--- config.mk ---
export PLATFORM = sky130hd
export DESIGN_NAME = svc_rv_hazard_sb
export DESIGN_NICKNAME = d
export VERILOG_FILES = /design/src/rtl/svc_rv_hazard_sb_pkg.sv /design/src/rtl/svc_rv_hazard_sb_entry.sv /design/src/rtl/svc_rv_hazard_sb.sv
export SDC_FILE = /design/constraint.sdc
export NUM_CORES = 1
export LEC_CHECK = 0
export ABC_AREA = 1
export CORE_MARGIN = 2
export CORE_UTILIZATION = 35
export CTS_CLUSTER_DIAMETER = 80
export DETAILED_ROUTE_END_ITERATION = 12
export DONT_BUFFER_PORTS = 1
export GPL_TIMING_DRIVEN = 1
export SKIP_CTS_REPAIR_TIMING = 1
export SYNTH_ARGS = -nofsm -noshare
export SYNTH_HDL_FRONTEND = slang
export SYNTH_SLANG_ARGS = --single-unit
--- constraint.sdc ---
create_clock -name clk -period 2.64 [get_ports clk]
set_input_delay 0.264 -clock clk [delete_from_list [all_inputs] [get_ports clk]]
set_output_delay 0.264 -clock clk [all_outputs]
set_load 0.01 [all_outputs]
--- src/rtl/svc_rv_hazard_sb_pkg.sv ---
// Shared types for the scoreboarded hazard unit: scoreboard entry layout,
// memory-type encodings and the unit-select width helper.
package svc_rv_hazard_sb_pkg;

    localparam int REG_W = 5;

    localparam int MEM_TYPE_BRAM = 0;
    localparam int MEM_TYPE_SRAM = 1;

    typedef struct packed {
        logic             valid;
        logic [REG_W-1:0] rd;
    } sb_entry_t;

    // Select width for n units; a single unit still gets a 1-bit select.
    function automatic int sb_luw(input int n);
        return (n > 1) ? $clog2(n) : 1;
    endfunction

endpackage

--- src/rtl/svc_rv_hazard_sb_entry.sv ---
// One long-latency unit's scoreboard slot: valid/rd register, issue/done
// update and protocol-error detection.
module svc_rv_sb_entry
    import svc_rv_hazard_sb_pkg::*;
(
    input  logic             clk,
    input  logic             rst_n,
    input  logic             issue,
    input  logic [REG_W-1:0] issue_rd,
    input  logic             done,
    output sb_entry_t        entry,
    output logic             err
);

    sb_entry_t entry_q;
    sb_entry_t entry_d;

    // Issue beats a same-cycle done so a unit can be reused back-to-back.
    always_comb begin
        entry_d = entry_q;
        if (issue) begin
            entry_d.valid = 1'b1;
            entry_d.rd    = issue_rd;
        end else if (done) begin
            entry_d.valid = 1'b0;
        end
    end

    always_ff @(posedge clk) begin
        if (!rst_n) begin
            entry_q <= '0;
        end else begin
            entry_q <= entry_d;
        end
    end

    assign entry = entry_q;
    assign err   = (issue && entry_q.valid && !done) || (done && !entry_q.valid);

endmodule

--- src/rtl/svc_rv_hazard_sb.sv ---
// Scoreboarded hazard unit beside ID: pipeline hazards plus RAW/WAW/structural
// stalls against in-flight long-latency ops, with error flag and stall counter.
module svc_rv_hazard_sb
    import svc_rv_hazard_sb_pkg::*;
#(
    parameter  int FWD_REGFILE = 1,
    parameter  int FWD         = 0,
    parameter  int MEM_TYPE    = MEM_TYPE_BRAM,
    parameter  int NUM_LU      = 2,
    parameter  int CNT_W       = 32,
    localparam int LUW         = sb_luw(NUM_LU)
) (
    input  logic              clk,
    input  logic              rst_n,
    input  logic [4:0]        rs1_id,
    input  logic [4:0]        rs2_id,
    input  logic              rs1_used,
    input  logic              rs2_used,
    input  logic [4:0]        rd_id,
    input  logic              reg_write_id,
    input  logic              lu_req_id,
    input  logic [LUW-1:0]    lu_sel_id,
    input  logic [4:0]        rd_ex,
    input  logic [4:0]        rd_mem,
    input  logic [4:0]        rd_wb,
    input  logic              reg_write_ex,
    input  logic              reg_write_mem,
    input  logic              reg_write_wb,
    input  logic              is_load_ex,
    input  logic              is_csr_ex,
    input  logic              lu_issue_valid,
    input  logic [LUW-1:0]    lu_issue_sel,
    input  logic [4:0]        lu_issue_rd,
    input  logic [NUM_LU-1:0] lu_done,
    input  logic              pc_sel,
    input  logic              mispredicted_ex,
    input  logic              pred_taken_id,
    output logic              pc_stall,
    output logic              if_id_stall,
    output logic              if_id_flush,
    output logic              id_ex_stall,
    output logic              id_ex_flush,
    output logic [NUM_LU-1:0] lu_busy,
    output logic              sb_err,
    output logic [CNT_W-1:0]  stall_cycles
);

    function automatic logic reads_src(input logic [4:0] r, input logic [4:0] s1,
                                       input logic [4:0] s2, input logic u1,
                                       input logic u2);
        return (r != 5'd0) && ((u1 && (s1 == r)) || (u2 && (s2 == r)));
    endfunction

    sb_entry_t         entries [NUM_LU];
    logic [NUM_LU-1:0] entry_err;

    for (genvar u = 0; u < NUM_LU; u++) begin : g_entry
        logic issue_u;
        assign issue_u = lu_issue_valid && (lu_issue_sel == LUW'(u));

        svc_rv_sb_entry u_entry (
            .clk      (clk),
            .rst_n    (rst_n),
            .issue    (issue_u),
            .issue_rd (lu_issue_rd),
            .done     (lu_done[u]),
            .entry    (entries[u]),
            .err      (entry_err[u])
        );

        assign lu_busy[u] = entries[u].valid;
    end

    logic ex_hit, mem_hit, wb_hit;
    logic pipe_hazard;

    assign ex_hit  = reg_write_ex  && reads_src(rd_ex,  rs1_id, rs2_id, rs1_used, rs2_used);
    assign mem_hit = reg_write_mem && reads_src(rd_mem, rs1_id, rs2_id, rs1_used, rs2_used);
    assign wb_hit  = reg_write_wb  && reads_src(rd_wb,  rs1_id, rs2_id, rs1_used, rs2_used);

    // With forwarding only producers whose data is not yet available in EX stall.
    always_comb begin
        pipe_hazard = 1'b0;
        if (FWD != 0) begin
            pipe_hazard = ex_hit && (is_csr_ex || (is_load_ex && (MEM_TYPE == MEM_TYPE_BRAM)));
        end else begin
            pipe_hazard = ex_hit || mem_hit;
        end
        if (FWD_REGFILE == 0) begin
            pipe_hazard = pipe_hazard || wb_hit;
        end
    end

    logic lu_raw, lu_waw, lu_struct;

    // A done in the same cycle frees the unit but not its result register.
    always_comb begin
        lu_raw    = 1'b0;
        lu_waw    = 1'b0;
        lu_struct = 1'b0;
        for (int u = 0; u < NUM_LU; u++) begin
            if (entries[u].valid && reads_src(entries[u].rd, rs1_id, rs2_id, rs1_used, rs2_used)) begin
                lu_raw = 1'b1;
            end
            if (reg_write_id && (rd_id != 5'd0) && entries[u].valid && (entries[u].rd == rd_id)) begin
                lu_waw = 1'b1;
            end
            if (lu_req_id && (lu_sel_id == LUW'(u)) && entries[u].valid && !lu_done[u]) begin
                lu_struct = 1'b1;
            end
        end
    end

    logic data_hazard;
    assign data_hazard = pipe_hazard || lu_raw || lu_waw || lu_struct;

    assign pc_stall    = data_hazard;
    assign if_id_stall = data_hazard;
    assign id_ex_stall = 1'b0;
    assign if_id_flush = pc_sel || mispredicted_ex || (pred_taken_id && !data_hazard);
    assign id_ex_flush = data_hazard || pc_sel || mispredicted_ex;

    logic             sb_err_q, sb_err_d;
    logic [CNT_W-1:0] stall_cycles_q, stall_cycles_d;

    always_comb begin
        sb_err_d       = sb_err_q || (|entry_err);
        stall_cycles_d = stall_cycles_q;
        if (data_hazard && !(&stall_cycles_q)) begin
            stall_cycles_d = stall_cycles_q + CNT_W'(1);
        end
    end

    always_ff @(posedge clk) begin
        if (!rst_n) begin
            sb_err_q       <= 1'b0;
            stall_cycles_q <= '0;
        end else begin
            sb_err_q       <= sb_err_d;
            stall_cycles_q <= stall_cycles_d;
        end
    end

    assign sb_err       = sb_err_q;
    assign stall_cycles = stall_cycles_q;

endmodule

; Word-level counts from Yosys, hierarchy flattened
; Cells that the tools add are included.
[word_totals]
reg_bits = 45
in_bits = 54
output_inout_bits = 40
wordCells = 96
[op_classes]
n_addsub = 1
muxes = 10
eq_ne = 10
bitwise_logic = 2
n_reduce_logical = 67
[op_table]
columns = op, count
row1 = $eq A5 B5 Y1, 10
row2 = $logic_and A1 B1 Y1, 37
row3 = $add A32 B1 Y32 const B, 1
row4 = $reduce_and A32 Y1, 1
row5 = $reduce_bool A5 Y1, 5
row6 = $logic_or A1 B1 Y1, 15
row7 = $mux W1, 10
row8 = $logic_not A1 Y1, 6
row9 = $reduce_bool A2 Y1, 2
row10 = $not A1 Y1, 2
row11 = $reduce_or A2 Y1, 1

; Depth between registers and ports, before layout
; Gate-level depths: netlist of run 1.
[logic_depth]
depth_word = 13
mapped_depth = 15
ltp_nobuf = 13

; Cells and area by module
; Synthesis of run 1 repeated with hierarchy kept, for this count alone.
[unflattened]
cells_unflattened = 609
hier_area_um2 = 3383.2
[modules_own_cells]
columns = mod, cells_per_inst, n_inst, seq_area_each_um2, area_each_um2
row1 = svc_rv_hazard_sb, 553, 1, 660.6, 2950.3
row2 = svc_rv_sb_entry, 28, 2, 120.1, 216.5

; Least setup slack after synthesis of run 1
; OpenSTA, ideal clock, no wires.
[synth_path]
path_type = register to register
startpoint = register stall_cycles_q[0] (netlist: stall_cycles[0])
endpoint = register stall_cycles_q[5] (netlist: stall_cycles[5])
required_ns = 2.525
n_path_buf = 1
setup_slack_ns = 0.907
period_less_slack_ns = 1.733
setup_ns = 0.115
path_stages_with_launch = 14
arrival_time_ns = 1.618
cell_sequence = dfxtp_1 ha_1 nand2_1 inv_1 nand3_2 nor2_2 nand2_1 inv_2 nand3_2 buf_6 nand2_1 nor2_1 a21oi_1 nor2_1
[synth_via]
elab_chain_cells = 3
elab_cells_between_ends = 4
cone_classes = 1 x add/sub / 3 x reduce/logical
[synth_rtl]
columns = element, line_no
row1 = from (decl), svc_rv_hazard_sb.sv:124  ; logic [CNT_W-1:0] stall_cycles_q, stall_cycles_d;
row2 = from (signal assigned), svc_rv_hazard_sb.sv:140  ; stall_cycles_q <= stall_cycles_d;
row3 = branches (longest 3 deep; another with $add A32 B1 Y32), --
; Several ways; the timed one is not identified.
; A chain may end at the register's enable or synchronous reset.

; Worst setup path in the final report of run 1
[layout_path]
startpoint = register g_entry[1].u_entry.entry_q (netlist bit g_entry[1].u_entry.entry[2])
endpoint = output port if_id_stall
[layout_via]
elab_chain_cells = 9
elab_cells_between_ends = 15
cone_classes = 3 x eq/ne / 2 x mux / 10 x reduce/logical
[layout_rtl]
columns = element, line_no
row1 = from (decl), svc_rv_hazard_sb_entry.sv:15  ; sb_entry_t entry_q;
row2 = from (signal assigned), svc_rv_hazard_sb_entry.sv:33  ; entry_q <= entry_d;
row3 = $eq A5 B5 Y1, svc_rv_hazard_sb.sv:51  ; return (r != 5'd0) && ((u1 && (s1 == r)) || (u2 && (s2 == r)));
row4 = $logic_and A1 B1 Y1, svc_rv_hazard_sb.sv:51
row5 = $logic_or A1 B1 Y1, svc_rv_hazard_sb.sv:51
row6 = $logic_and A1 B1 Y1, svc_rv_hazard_sb.sv:51
row7 = $logic_and A1 B1 Y1, svc_rv_hazard_sb.sv:102  ; if (entries[u].valid && reads_src(entries[u].rd, rs1_id, rs2_id, rs1_used, rs2_used)) begin
row8 = $mux W1, svc_rv_hazard_sb.sv:102
row9 = $logic_or A1 B1 Y1, svc_rv_hazard_sb.sv:115  ; assign data_hazard = pipe_hazard || lu_raw || lu_waw || lu_struct;
row10 = $logic_or A1 B1 Y1 * (2 in a row), svc_rv_hazard_sb.sv:115
row11 = to (decl), svc_rv_hazard_sb.sv:39  ; output logic if_id_stall,
; Mark *: on every way between the ends. The rest lies on a longest branch, timed or not.

==> impl_metrics.yaml, run 1 <==
clock_network:
  path_clk_slew_ns: 0.08
  cts_root_buf: "clkbuf_8"
  cts_made_buffers: 5
  clock_latency_ns: 0.30
  tritoncts: "built"
  htreeDepth: 2
  clk_path_buf_depth: 2
  numClockSinks: 45
layout:
  antenna_cells: 0
  syn_to_final_growth_pct: 4.306
  layout-drive-gt1-share: 0.06341
  nets: 669
  final_util: 0.3801
  nFillCells: 1050
power_and_ir_drop:
  clkPwrFrac: 0.316
  switchingPower_mw: 0.4156
  swShare: 0.3018
  powerDensity_mw_per_mm2: 388.4
  seq_power_share: 0.522
  ir_drop_v: 0.0001826
  combPwrFrac: 0.162
  p_total_mw: 1.377
  p_leak_nw: 1.692
  intPower_mw: 0.9615
worst_setup_path:
  reg2reg_from: "stall_cycles[0]$_SDFFE_PN0P_"
  crit_required_ns: 2.38
  critical_path_class: "reg -> out"
  cp-end-kind: "primary output"
  cp-start-kind: "flip-flop"
  arrival_ns: 1.97
  crit_fanout: 48
  crit_start: "g_entry[1].u_entry.entry[2]$_SDFFE_PN0P_"
synthesis:
  avgSynthCellArea_um2: 5.448
  yosysTopAreaCell: "dfxtp_1"
  synthCells: 624
  synth_flop_cell: "dfxtp_1"
  ys_seq_area_frac: 0.2650
  synthArstFlopShare: 0
  ys_top_cells_by_count: "nand2_1, nor2_1, nand3_1, inv_1"
  synth.cell_area_mm2: 0.003400
  ys_top_cells_by_area: "dfxtp_1, nand2_1, nor2_1"
  synth_fp_nets: 679
  yosysWarnings: 0
  yosysMostFrequentCell: "nand2_1"
  synth_edf_count: 0
  ys_types: 27
  synth_seq_cells: 45
  synth_top_area_share: 0.2650
grt:
  grt_max_degree: 49
  grt_overflow: 0
  grt_pass1_vias: 3356
  antenna_found_initial: 0
  grt_usage: 0.1815
  grt_pass1_wl_um: 15280
worst_hold_path:
  hp-class: "in -> reg"
  min-delay-start: "rst_n"
placement:
  gp_congestion: 0.8754
  dp_hpwl_um: 7475
  io_buffer_count: 0
  place_ws_ns: 0.5367
floorplanning:
  core_area_mm2: 0.009328
  num_rows: 35
  io_pins: 94
  die-area_mm2: 0.01052
  die_y_um: 102.6
  start_util: 0.3645
  fp.dieW_um: 102.6
sta:
  fin_skew_ns: 0.01029
  period_share: 0.8464
  holdWs_ns: 0.08721
  final_hold_viol_count: 0
  finalSetupTns_ns: 0
  layout_setup_ws_ns: 0.4054
  timing.fmax_ghz: 0.4475
  rsz0062_at_grt: "no"
  finalSetupViolations: 0
  drv_slew: 0
  period_needed_ns: 2.235
routing:
  viasPerCell: 4.905
  wirelength_um: 9469
  route.detailed.drc: 0
  antenna_left: 0
  routedWlPerCell_um: 12.73
  vias: 3649
  drtIter0Drc: 137
  drt_first_pass_iters: 4
run_status:
  status: "completed"
run:
  maxCapViolCount: 0
[power by group through the flow]
stage	registers (mW)	logic, mW	clock network [mW]
after global placement	0.735	0.219	0
after global routing	0.723	0.262	0.482
after CTS	0.720	0.225	0.454
final	0.719	0.222	0.435
after detailed placement	0.736	0.224	0
after floorplan	0.728	0.207	0
[worst max-delay path, stage by stage, from the launching register on]
cell	delay, ns
dfxtp_1	0.41
inv_1	0.14
nand2_1	0.08
nand2_1	0.06
nor2_1	0.10
nand3_1	0.07
nand2_1	0.07
nand2_1	0.05
nand2_1	0.06
nor2_1	0.05
nand2_2	0.29
buf_12	0.28
[placed cells by master (no fill, tap or decap), drive strengths merged]
| master | count |
|---|---|
| o21ai | 26 |
| a41oi | 1 |
| inv | 77 |
| nor2 | 117 |
| ha | 1 |
| a21oi | 45 |
| nand3 | 63 |
| o211a | 1 |
| o21a | 1 |
| nand2 | 214 |
| nand4 | 8 |
| clkbuf | 6 |
| clkinv | 1 |
| buf | 1 |
| nor4 | 3 |
| dfxtp | 45 |
| conb | 1 |
| clkinvlp | 2 |
| nor3 | 2 |
[sequential cells by signal, indices dropped and copies added, names as in the netlist]
name and flops:
stall_cycles 32, sb_err 1, g_entry.u_entry.entry 12
[per-layer routing]
metal | track usage | vias to the layer above | wire length (µm)
li1 | - | 1937 | -
met1 | 0.1940 | 1615 | 3810
met2 | 0.3499 | 89 | 4799
met3 | 0.05695 | 8 | 782
met4 | 0.03385 | 0 | 76
met5 | 0 | - | 0
[cell type report]
class	instances	area, µm²	area share
Timing Repair Buffer	1	20.02	0.005646
Tap cell	129	161.4	0.04552
Sequential cell	45	900.9	0.2541
Clock inverter	2	15.01	0.004234
Clock buffer	6	72.57	0.02047
Multi-Input combinational cell	483	2083	0.5875
Inverter	78	292.8	0.08257
[cells by family (layout without fill, tap and decap cells)]
logic type	count (synthesis)	in the layout	synth area share
fa+ha+maj	1	1	0.003680
compound gates	74	74	0.1123
simple gates	407	407	0.4958
other cells	1	1	0.001103
buf+inv	96	87	0.1222
flops	45	45	0.2650
[through the flow]
stage / instance area, µm² / instances
floorplan: 3400 / 624
global placement: 3458 / 736
detailed placement: 3458 / 736
CTS: 3546 / 744
global route: 3546 / 744
finish: 3546 / 744
[worst paths after layout]
path	end	slack, ns	cells after the start
max reg2reg	stall_cycles[8]$_SDFFE_PN0P_	0.55	12
min reg2reg	g_entry[1].u_entry.entry[4]$_SDFFE_PN0P_	0.54	2
min	g_entry[0].u_entry.entry[5]$_SDFFE_PN0P_	0.09	1
max	if_id_stall	0.41	11
(Power assumes the default switching activity.)
==> run 2, diff against run 1 <==
==> constraint.sdc (replaced) <==
create_clock -name clk -period 2.15 [get_ports clk]
set_input_delay 0.215 -clock clk [delete_from_list [all_inputs] [get_ports clk]]
set_output_delay 0.215 -clock clk [all_outputs]
set_load 0.01 [all_outputs]
==> run 2 against run 1 <==
- critical path type unchanged
- global-route usage rose by 0.42 points
- via count increased by 1.4%
- register-to-register slack worse by 0.29 ns
==> impl_metrics.yaml, run 2 (same netlist as run 1, synthesis figures left out) <==
run_status:
  status: "completed"
layout:
  antenna_cells: 0
  nFillCells: 1041
  syn_to_final_growth_pct: 11.96
  final_cell_mix: "nand2_1, nor2_1, nand3_1"
  layout-drive-gt1-share: 0.1075
  final_common_cell: "nand2_1"
  largest_reg_flops: 32
  nets: 696
  final_util: 0.4080
placement:
  dp_hpwl_um: 7711
  gp_congestion: 0.8810
  io_buffer_count: 0
  place_ws_ns: 0.1476
clock_network:
  cts_made_buffers: 5
  htreeDepth: 2
  path_clk_slew_ns: 0.09
  tritoncts: "built"
  clock_latency_ns: 0.31
  clk_path_buf_depth: 2
  cts_root_buf: "clkbuf_8"
  numClockSinks: 45
sta:
  period_share: 0.9243
  drv_slew: 0
  finalSetupViolations: 0
  final_hold_viol_count: 0
  period_needed_ns: 1.987
  timing.fmax_ghz: 0.5032
  layout_setup_ws_ns: 0.1627
  fin_skew_ns: 0.01794
floorplanning:
  die-area_mm2: 0.01052
  fp.dieW_um: 102.6
  start_util: 0.3645
  die_y_um: 102.6
  core_area_mm2: 0.009328
  num_rows: 35
  io_pins: 94
routing:
  drtIter0Drc: 98
  route.detailed.drc: 0
  drt_first_pass_iters: 5
  antenna_left: 0
  wirelength_um: 9833
  routedWlPerCell_um: 12.75
  vias: 3701
  viasPerCell: 4.800
worst_setup_path:
  cp-start-kind: "flip-flop"
  cp-end-kind: "primary output"
  worst-r2r-cell-count: 12
  critical_path_class: "reg -> out"
  crit_required_ns: 1.93
  arrival_ns: 1.77
  crit_fanout: 6
power_and_ir_drop:
  p_total_mw: 1.873
  p_leak_nw: 1.864
  combPwrFrac: 0.165
  clkPwrFrac: 0.366
  powerDensity_mw_per_mm2: 492.2
  seq_power_share: 0.469
  switchingPower_mw: 0.5452
  intPower_mw: 1.328
  ir_drop_v: 0.0002286
  swShare: 0.2910
grt:
  grt_util_met3: 0.05085
  grt.busiest_layer: "met2"
  grtUsageMet1: 0.2051
  grt_pass1_wl_um: 15780
  grt_overflow: 0
  grt_pass1_vias: 3501
  grt_usage: 0.1857
  grt_max_degree: 45
  met2_usage: 0.3504
  antenna_found_initial: 0
worst_hold_path:
  hp-class: "in -> reg"
  min_path_cells: 2
run:
  maxCapViolCount: 0
run 2: power groups by stage:
| stage | Clock (mW) | Combinational (mW) | Sequential [mW] |
|---|---|---|---|
| floorplan | 0 | 0.254 | 0.894 |
| global placement | 0 | 0.287 | 0.898 |
| detailed placement | 0 | 0.296 | 0.899 |
| CTS | 0.708 | 0.297 | 0.880 |
| global route | 0.740 | 0.354 | 0.882 |
| finish | 0.685 | 0.309 | 0.879 |
run 2: path summary, 6_finish.rpt:
path,start,endpoint,slack (ns)
max reg2reg,stall_cycles[0]$_SDFFE_PN0P_,stall_cycles[29]$_SDFFE_PN0P_,0.26
min reg2reg,g_entry[1].u_entry.entry[4]$_SDFFE_PN0P_,g_entry[1].u_entry.entry[4]$_SDFFE_PN0P_,0.56
min,rst_n,stall_cycles[19]$_SDFFE_PN0P_,0.04
max,g_entry[1].u_entry.entry[2]$_SDFFE_PN0P_,if_id_flush,0.16
run 2: layout make-up:
type / count / area (µm²) / area share
repair buffers: 28 / 235.2 / 0.06180
well taps: 129 / 161.4 / 0.04241
clock buffers: 5 / 68.82 / 0.01808
inverters: 78 / 292.8 / 0.07692
flip-flops and latches: 45 / 902.1 / 0.2370
clock inverters: 3 / 47.55 / 0.01249
multi-input cells: 483 / 2098 / 0.5513
run 2: layer usage:
layer,vias to the layer above,wire [µm]
met5,-,0
met4,0,125
met3,13,714
met2,80,4922
met1,1617,4071
li1,1991,-
run 2: stage by stage:
| stage | instance area [µm²] | instances | setup TNS (ns) | hold WS (ns) |
|---|---|---|---|---|
| CTS | 3760 | 767 | -0.1584 | 0.008891 |
| global placement | 3643 | 759 | 0 | 0.3443 |
| floorplan | 3400 | 624 | 0 | 0.4003 |
| detailed placement | 3643 | 759 | 0 | 0.3514 |
| finish | 3806 | 771 | 0 | 0.04049 |
| global route | 3806 | 771 | -0.001635 | 0.01121 |
run 2: critical path, stage by stage (launching register included):
cell and delay [ns]:
dfxtp_1 0.36, inv_1 0.18, nand2_1 0.07, nand2_1 0.08, nor2_1 0.05, nand3_1 0.05, nand2_1 0.05, nand2_1 0.06
nand2_1 0.06, nor2_1 0.16, nand2_4 0.11, inv_1 0.08, nand2_1 0.05, nand3_1 0.11
